**config.mk**
```make
export PLATFORM = sky130hd
export DESIGN_NAME = fsubnorm_seq
export DESIGN_NICKNAME = d
export VERILOG_FILES = /design/src/rtl/fsubnorm_seq.sv
export SDC_FILE = /design/constraint.sdc
export NUM_CORES = 1
export LEC_CHECK = 0
export ABC_CLOCK_PERIOD_IN_PS = 5700
export CORE_MARGIN = 2
export CORE_UTILIZATION = 53
export CTS_BUF_LIST = sky130_fd_sc_hd__clkbuf_8
export DETAILED_ROUTE_END_ITERATION = 8
export PLACE_DENSITY = 0.89
export SYNTH_ARGS = -nofsm -noshare
export SYNTH_HDL_FRONTEND = slang
export SYNTH_SLANG_ARGS = --single-unit
export TNS_END_PERCENT = 5
```
**constraint.sdc**
```tcl
create_clock -name clk -period 5.7 [get_ports clk]
set_clock_uncertainty 0.15 [all_clocks]
set_input_delay 1.14 -clock clk [delete_from_list [all_inputs] [get_ports clk]]
set_output_delay 1.14 -clock clk [all_outputs]
set_load 0.03 [all_outputs]
```
**src/rtl/fsubnorm_seq.sv**
```systemverilog
// fsubnorm_seq: sequential operand normalizer for the FPU unpack path.
// Takes a biased exponent and a left-aligned fraction. Returns an unbiased signed
// exponent and a mantissa with the leading one at bit NF.
// Normal and zero operands finish in one cycle. Subnormals shift one bit per cycle.
// Optional feature macro: FSUBNORM_DUAL_SHIFT_EN lets SHIFT move two bits per cycle.
//
// state | meaning
// ------+-----------------------------------------------------------
// IDLE  | ready for an operand; InReady=1
// SHIFT | subnormal being normalized, UExp decremented per bit moved
// DONE  | result valid, held until OutReady
module fsubnorm_seq #(
    parameter int NE      = 11,
    parameter int NF      = 52,
    parameter int LOGFLEN = 6,
    parameter int FMTBITS = 2
) (
    input  logic                 clk,
    input  logic                 reset,
    input  logic                 InValid,
    output logic                 InReady,
    input  logic [FMTBITS-1:0]   Fmt,
    input  logic [NE-2:0]        Bias,
    input  logic [LOGFLEN-1:0]   Nf,
    input  logic [NE-1:0]        Exp,
    input  logic [NF-1:0]        Frac,
    output logic                 OutValid,
    input  logic                 OutReady,
    output logic [FMTBITS-1:0]   FmtOut,
    output logic signed [NE+1:0] UExp,
    output logic [NF:0]          Mant,
    output logic                 Zero
);

    typedef enum logic [1:0] {
        S_IDLE  = 2'd0,
        S_SHIFT = 2'd1,
        S_DONE  = 2'd2
    } state_t;

    localparam logic [NF-1:0]        FRAC_ONES = '1;
    localparam logic signed [NE+1:0] UEXP_ONE  = (NE+2)'(1);
`ifdef FSUBNORM_DUAL_SHIFT_EN
    localparam logic signed [NE+1:0] UEXP_TWO  = (NE+2)'(2);
`endif

    state_t              state_q, state_d;
    logic signed [NE+1:0] uexp_q, uexp_d;
    logic [NF:0]         mant_q, mant_d;
    logic                zero_q, zero_d;
    logic [FMTBITS-1:0]  fmt_q, fmt_d;

    logic [NF-1:0]       frac_keep;
    logic [NF-1:0]       frac_m;
    logic [NE+1:0]       exp_ext;
    logic [NE+1:0]       bias_ext;

    // Fraction mask keeps only the top Nf bits; operand exponent/bias widened for signed math
    always_comb begin
        frac_keep = ~(FRAC_ONES >> Nf);
        frac_m    = Frac & frac_keep;
        exp_ext   = {2'b00, Exp};
        bias_ext  = {3'b000, Bias};
    end

    // Next-state and datapath update: classify on accept, shift in SHIFT, hold in DONE
    always_comb begin
        state_d = state_q;
        uexp_d  = uexp_q;
        mant_d  = mant_q;
        zero_d  = zero_q;
        fmt_d   = fmt_q;
        case (state_q)
            S_IDLE: begin
                if (InValid) begin
                    fmt_d = Fmt;
                    if (Exp != '0) begin
                        uexp_d  = $signed(exp_ext - bias_ext);
                        mant_d  = {1'b1, frac_m};
                        zero_d  = 1'b0;
                        state_d = S_DONE;
                    end else if (frac_m == '0) begin
                        uexp_d  = '0;
                        mant_d  = '0;
                        zero_d  = 1'b1;
                        state_d = S_DONE;
                    end else begin
                        uexp_d  = UEXP_ONE - $signed(bias_ext);
                        mant_d  = {1'b0, frac_m};
                        zero_d  = 1'b0;
                        state_d = S_SHIFT;
                    end
                end
            end
            S_SHIFT: begin
`ifdef FSUBNORM_DUAL_SHIFT_EN
                if (mant_q[NF-1]) begin
                    mant_d  = mant_q << 1;
                    uexp_d  = uexp_q - UEXP_ONE;
                    state_d = S_DONE;
                end else begin
                    mant_d = mant_q << 2;
                    uexp_d = uexp_q - UEXP_TWO;
                    if (mant_q[NF-2]) begin
                        state_d = S_DONE;
                    end
                end
`else
                mant_d = mant_q << 1;
                uexp_d = uexp_q - UEXP_ONE;
                if (mant_q[NF-1]) begin
                    state_d = S_DONE;
                end
`endif
            end
            S_DONE: begin
                if (OutReady) begin
                    state_d = S_IDLE;
                end
            end
            default: state_d = S_IDLE;
        endcase
    end

    // State and result registers; reset drops any in-flight operand
    always_ff @(posedge clk or negedge reset) begin
        if (!reset) begin
            state_q <= S_IDLE;
            uexp_q  <= '0;
            mant_q  <= '0;
            zero_q  <= 1'b0;
            fmt_q   <= '0;
        end else begin
            state_q <= state_d;
            uexp_q  <= uexp_d;
            mant_q  <= mant_d;
            zero_q  <= zero_d;
            fmt_q   <= fmt_d;
        end
    end

    // Handshake and result outputs straight from the registers
    always_comb begin
        InReady  = (state_q == S_IDLE);
        OutValid = (state_q == S_DONE);
        UExp     = uexp_q;
        Mant     = mant_q;
        Zero     = zero_q;
        FmtOut   = fmt_q;
    end

endmodule
```
==> impl_results.md, run 1 <==
* Sw Share at a little over two fifths
* Synthesis Warnings at 0
* Multi-input combinational cell area at between 0.002 and 0.003 mm2
* CP Class: in -> reg
* Site Rows at 35
* Gpl congestion at just under 1
* Critical Path End: UExp[2]
* Crit share post-route at between 80% and 90%
* Clk sink count at 71
* Final wirelength at around 21 mm
* Share of cells above drive strength 1 at slightly below 6%
* Fin. max-slew vios at 0
* Drc violations at 0
* Final Util at 74.6%
* Comb power frac at a little over two fifths
* Max VDD drop at 0.000225 V
* Outcome: finished, final reports clean
* Synth Area in XOR/XNOR at under 10%
* Syn Inst Count at 640
* Max-Slew Margin vs Limit at between 10% and 20%
* Gr usage total at roughly two fifths
* # resized after CTS at 0
* Worst slew pin tran at roughly 1.2 ns
* RSZ-0062 raised after global routing: false
* TNS Setup at 0 ns
* Hold Buf Count CTS at 0
* Pwr per Cell Area at between 300 and 400 mW/mm2
* R2R cell count at 6
* Complex-gate fraction of the synthesized area at 33.3%
* P_int at about 1300 uW
* Net count reported at finish at approximately 870
* Setup crit start kind: primary input
* Count of final setup violators at 0
* WP data arrival at roughly 4.9 ns
* Maximum clock frequency at between 0.2 and 0.25 GHz
* Largest net degree at the start of global routing at 72
* P&R area growth vs syn at 36.3%
* Fillers at roughly 700
* Die area at between 0.01 and 0.015 mm2
* Dominant cells by area after synthesis: dfrtp_1 35%, o21ai_0 7.3%, a21oi_1 6.6%
* Die Span Y at ~100 um
* Endpoint class of the critical path: flop
* Netlist cell types at 65
* Worst Path Required at 5.77 ns
* Via density at 6.92
* Number of flops mapped to enable cells by yosys at 0
* Post-DP HPWL at 15.0 mm
* Vias in the first global route at between 5,000 and 6,000
* Tmin final at 4.84 ns
* Clk_lat worst skew at 0.35 ns
* Largest family of logic cells by synthesized area: compound AO/OA/AOI/OAI gates
* Share of power burned in registers at about a third
* Worst reg2reg path endpoint: UExp[9]
* Total grt overflow at 0
* Wirelength per Cell at between 20 and 25 um
* Die Width at just over 100 um
* CTS root buf: clkbuf_8
* # diodes at 0
* Antenna violations before repair at 0
* Reg2reg setup slack at between 2 and 2.5 ns
* Power share of the clock group at about a fifth
* Worst r2r src: state_q[1]
* Crit-path max FO at 27
* Core footprint at 0.00924 mm2
* Hold Path Class: reg -> reg
* Port buffer count at 155
* Psw at around 940 uW
* Post-Synth Simple-Gate Area at between 15 and 20%
* Syn nets at between 700 and 800
* Share of the synthesized area in the top cell type at between 30% and 40%
* Final Power at ~2200 uW
* I/O pins at between 150 and 200
* CTS H-tree depth at 3
* Lkg Pwr at 0.00268 uW
* Maxcap violations at 0
* Post-Syn Area at just over 0.005 mm2
* Worst-case clock buffer depth at 2
* Flip-flop and latch area at around 0.0018 mm2
* First-pass GRT wire length at roughly 32 mm
* Mux cell area share after synthesis at 0.223%
* Final Hold Viols at 0
* Syn Area/Cell at between 7 and 8 um2
* Synth area leader: dfrtp_1
* Post-CTS Setup Inserts at 0
* Sequential element share of the synthesized area at between 30% and 40%
* Worst setup path start: Nf[2]
* Total number of vias at between 6,000 and 7,000
* Synth Area in Adders at 3.56%
* Clock-pin slew on the worst setup and hold paths at around 0.080 ns
* CTS tree: done
* Register bit total from synthesis at ~70
* TritonCTS Buffers at 9
* Final ANT Viol Nets at 0
* Top FF cell, synth: dfrtp_1
* Initial Util at approximately 55%
* DR iter-0 viols at 846
* Async SR Flop Fraction at between 90% and 100%
* Initial DRT Pass Iterations at 7
-- Yosys cell counts (all sizes together), types with 4 or more instances --
master   count
a31oi        6
o21a         5
and3         6
buf          9
o31ai        5
o21ai       77
nor2        50
inv         19
a211oi       8
nor3        15
a21boi       4
nand3       16
dfrtp       71
ha          12
or4          4
a21o         6
a221oi       6
a22oi        6
o22ai       22
a21oi       67
o211ai      10
clkbuf      44
or3          7
or2          4
xnor2       13
nor4        11
nor2b        9
nand2       60
nand2b       8
o2111ai      6
a32oi        7
-- final cells by class --
type | instances | area share [%]
clock buffers | 10 | 2.00
inverters | 19 | 1.03
flip-flops and latches | 71 | 25.8
repair buffers | 169 | 24.0
well taps | 129 | 2.34
multi-input cells | 497 | 43.5
clock inverters | 6 | 1.36
-- state kept, by name (all words and copies together) (netlist names) --
name and flops:
FmtOut 2, Mant 53, UExp 13, Zero 1
state_q 2
-- layout by cell type, fill, tap and decap left out, types with 6 or more instances in the layout --
master,n
a22oi_1,6
a21o_1,6
and3_1,6
buf_4,14
or3_1,7
a32oi_1,7
clkbuf_8,10
nor4_1,10
a31oi_1,6
nand2_1,60
inv_1,19
a211oi_1,8
o211ai_1,10
nor3_1,15
clkdlybuf4s50_1,154
nor2_1,49
nand2b_1,8
nand3_1,16
o22ai_1,21
dfrtp_1,71
a21oi_1,67
o21ai_0,74
ha_1,12
nor2b_1,9
o2111ai_1,6
xnor2_1,13
-- layer usage --
layer / vias up / routed length [um] / GRT usage [%]
li1: 2642 / - / -
met1: 2903 / 7790 / 55.2
met2: 586 / 9440 / 63.8
met3: 101 / 2600 / 9.45
met4: 0 / 1000 / 16.7
met5: - / 0 / 0
-- worst min-delay path by stage --
stage / start / endpoint / depth (start not counted)
6_report: FmtOut[1] / FmtOut[1] / 2
5_1_grt: Zero / Zero / 2
4_1_cts: Mant[52] / Mant[52] / 2
3_5_place_dp: Zero / Zero / 2
3_3_place_gp: FmtOut[1] / FmtOut[1] / 2
2_1_floorplan: FmtOut[0] / FmtOut[0] / 2
-- critical path, cell delays in order --
cell             delay (ns)
clkdlybuf4s50_1        0.97
and3_1                 0.46
o21ai_1                0.44
o2111ai_1              0.21
or4_1                  0.45
nor4_2                 0.30
a21oi_1                0.41
a221oi_1               0.43
a311oi_1               0.08
-- metrics by stage --
step                instances  hold WS, ns  setup WS (ns)  area, um2
finish                    901        0.345          0.859       6890
global placement          885        0.312          0.793       6660
detailed placement        885        0.326          0.679       6660
floorplan                 640        0.500           2.21       5060
global route              901        0.372          0.760       6890
CTS                       901        0.349           1.05       6890
-- cell families after synthesis --
kind of cell,Yosys count
buffers and inverters,72
and+or+nand+nor,204
AOI/OAI and AO/OA,264
muxes,1
adders and majority gates,14
DFF,71
xor gates and xnor gates,14
-- power by group through the flow --
stage | sequential (uW) | combinational, uW | clock [uW]
finish | 777 | 976 | 477
global placement | 772 | 940 | 0
CTS | 771 | 965 | 474
detailed placement | 779 | 962 | 0
global route | 793 | 1030 | 499
floorplan | 973 | 301 | 0
No activity file was read; power rests on OpenSTA's default activity.
==> run 2: changes to the inputs <==
--- a/config.mk
+++ b/config.mk
@@ -5,12 +5,12 @@
 export SDC_FILE = /design/constraint.sdc
 export NUM_CORES = 1
 export LEC_CHECK = 0
-export ABC_CLOCK_PERIOD_IN_PS = 5700
+export ABC_CLOCK_PERIOD_IN_PS = 4180
 export CORE_MARGIN = 2
-export CORE_UTILIZATION = 53
+export CORE_UTILIZATION = 44
 export CTS_BUF_LIST = sky130_fd_sc_hd__clkbuf_8
 export DETAILED_ROUTE_END_ITERATION = 8
-export PLACE_DENSITY = 0.89
+export PLACE_DENSITY = 0.79
 export SYNTH_ARGS = -nofsm -noshare
 export SYNTH_HDL_FRONTEND = slang
 export SYNTH_SLANG_ARGS = --single-unit
==> constraint.sdc (replaced) <==
create_clock -name clk -period 4.18 [get_ports clk]
set_clock_uncertainty 0.15 [all_clocks]
set_input_delay 0.836 -clock clk [delete_from_list [all_inputs] [get_ports clk]]
set_output_delay 0.836 -clock clk [all_outputs]
set_load 0.03 [all_outputs]
==> run 2 against run 1 <==
Effect of this change:
- clock-buffer cell count unchanged
- sequential share of layout area decreased by 0.67 points
- final cell count is 4.0% higher
- wire length rose by 3.8%
- first-iteration DRC count shrank 16%
- worst hold slack worse by 0.0050 ns
- core utilization decreased by 12 points
- final area is 2.7% higher
- combinational power grew 38%
- largest cell class unchanged
==> impl_results.md, run 2 (synthesis gave the netlist of run 1 again) <==
* Initial DRT Pass Iterations at 7
* Post-DP HPWL at roughly 16 mm
* Maxcap violations at 0
* Antenna violations before repair at 1
* Max FFs per register at 53
* Drc violations at 0
* Crit-path max FO at 11
* Die area at roughly 0.012 mm2
* Post-CTS Setup Inserts at 0
* Site Rows at 39
* Share of cells above drive strength 1 at under 10%
* Via density at 6.38
* Vias in the first global route at ~5,900
* # resized after CTS at 0
* Commonest non-fill, non-tap cell in the layout: clkdlybuf4s50_1
* CP Class: in -> reg
* Most frequent cells in the layout: 154 x clkdlybuf4s50_1, 74 x o21ai_0, 71 x dfrtp_1
* Clk_lat worst skew at roughly 0.37 ns
* First-pass GRT wire length at ~34 mm
* Hold depth at 2
* Final ANT Viol Nets at 0
* Clk sink count at between 70 and 80
* Total grt overflow at 0
* Count of final setup violators at 0
* DR iter-0 viols at 708
* Cell area after layout at 0.00707 mm2
* P&R area growth vs syn at 39.9%
* Gr usage total at between 30% and 40%
* Tmin final at ~3.9 ns
* Outcome: finished, final reports clean
* Fin. max-slew vios at 0
* Worst r2r src: UExp[3]
* Final Hold Viols at 0
* Worst slew pin tran at roughly 1.1 ns
* CTS H-tree depth at 3
* WP data arrival at 3.98 ns
* Final wirelength at approximately 22 mm
* Area post-placement at around 0.007 mm2
* CTS root buf: clkbuf_8
* Largest net degree at the start of global routing at 53
* Clock-pin slew on the worst setup and hold paths at about 0.08 ns
* Worst-case clock buffer depth at 2
* Gpl congestion at approximately 1.0
* Worst reg2reg path endpoint: UExp[12]
* Max VDD drop at between 0.0003 and 0.0004 V
* Lkg Pwr at around 0.0028 uW
* Net count reported at finish at 887
* Final Util at 62.5%
* TritonCTS Buffers at 9
* Total number of vias at about 6,000
* Initial Util at 44.7%
* Worst hold slack at approximately 0.34 ns
* Hold Buf Count CTS at 0
* Wirelength per Cell at about 23 um
* Crit share post-route at roughly 92%
* Port buffer count at ~160
* Die Width at between 100 and 150 um
* Worst Path Required at ~4.3 ns
* # diodes at 0
* Die Span Y at approximately 110 um
* Reg2reg setup slack at 1.51 ns
* Worst setup path start: Nf[1]
* CTS tree: done
* Endpoint class of the critical path: flop
* Max-Slew Margin vs Limit at between 20% and 30%
* Hold Path Class: reg -> reg
* R2R cell count at 8
* Setup ws final at 0.317 ns
* TNS Setup at 0 ns
* Setup crit start kind: primary input
* Critical Path End: UExp[2]
* Place WS at 0.0421 ns
* I/O pins at 156
* RSZ-0062 raised after global routing: false
* Core footprint at around 0.011 mm2
* Pwr per Cell Area at ~420 mW/mm2
* Maximum clock frequency at approximately 0.26 GHz
## run 2: cell types whose count changed in the layout (fill, tap and decap cells not counted)
cell / previous run / this run
bufinv_16: 2 / 1
buf_12: 0 / 2
clkinv_2: 0 / 1
buf_4: 14 / 34
inv_6: 0 / 1
clkinv_4: 3 / 2
## run 2: worst min-delay path by stage
| stage | from | to | slack [ns] |
|---|---|---|---|
| floorplan | reset | FmtOut[0] | 0.39 |
| global placement | FmtOut[0] | FmtOut[0] | 0.31 |
| detailed placement | FmtOut[0] | FmtOut[0] | 0.31 |
| CTS | FmtOut[1] | FmtOut[1] | 0.34 |
| global route | FmtOut[1] | FmtOut[1] | 0.37 |
| finish | FmtOut[0] | FmtOut[0] | 0.34 |
## run 2: metal layers
layer  wire length [um]  up-vias  global-route usage, %
li1                   -     2693                      -
met1               9130     2835                   48.8
met2               9760      384                   55.2
met3               1950       64                   6.12
met4                769        2                   14.2
met5                 13        -                      0
## run 2: through the flow
stage / total power (uW) / instances
global placement: 2380 / 921
detailed placement: 2400 / 921
CTS: 3000 / 937
finish: 2990 / 937
global route: 3140 / 937
floorplan: 1740 / 640
## run 2: worst max-delay path, stage by stage
cell,delay [ns]
clkdlybuf4s50_1,0.61
buf_4,0.20
nand3_1,0.14
a21boi_0,0.41
nor4_1,0.14
o221ai_1,0.25
nor4_2,0.07
a21oi_1,0.85
a221oi_1,0.23
a311oi_1,0.25
## run 2: area by class of cell
class	count	area, um2
clock buffers	10	138
inverters	19	71.3
repair buffers	191	1840
clock inverters	6	68.8
well taps	143	179
multi-input cells	497	3000
flip-flops and latches	71	1780
fillers	1033	4250
## run 2: where the power goes
| group | internal [uW] | switching [uW] |
|---|---|---|
| clock | 295 | 297 |
| combinational | 567 | 787 |
| sequential | 852 | 196 |
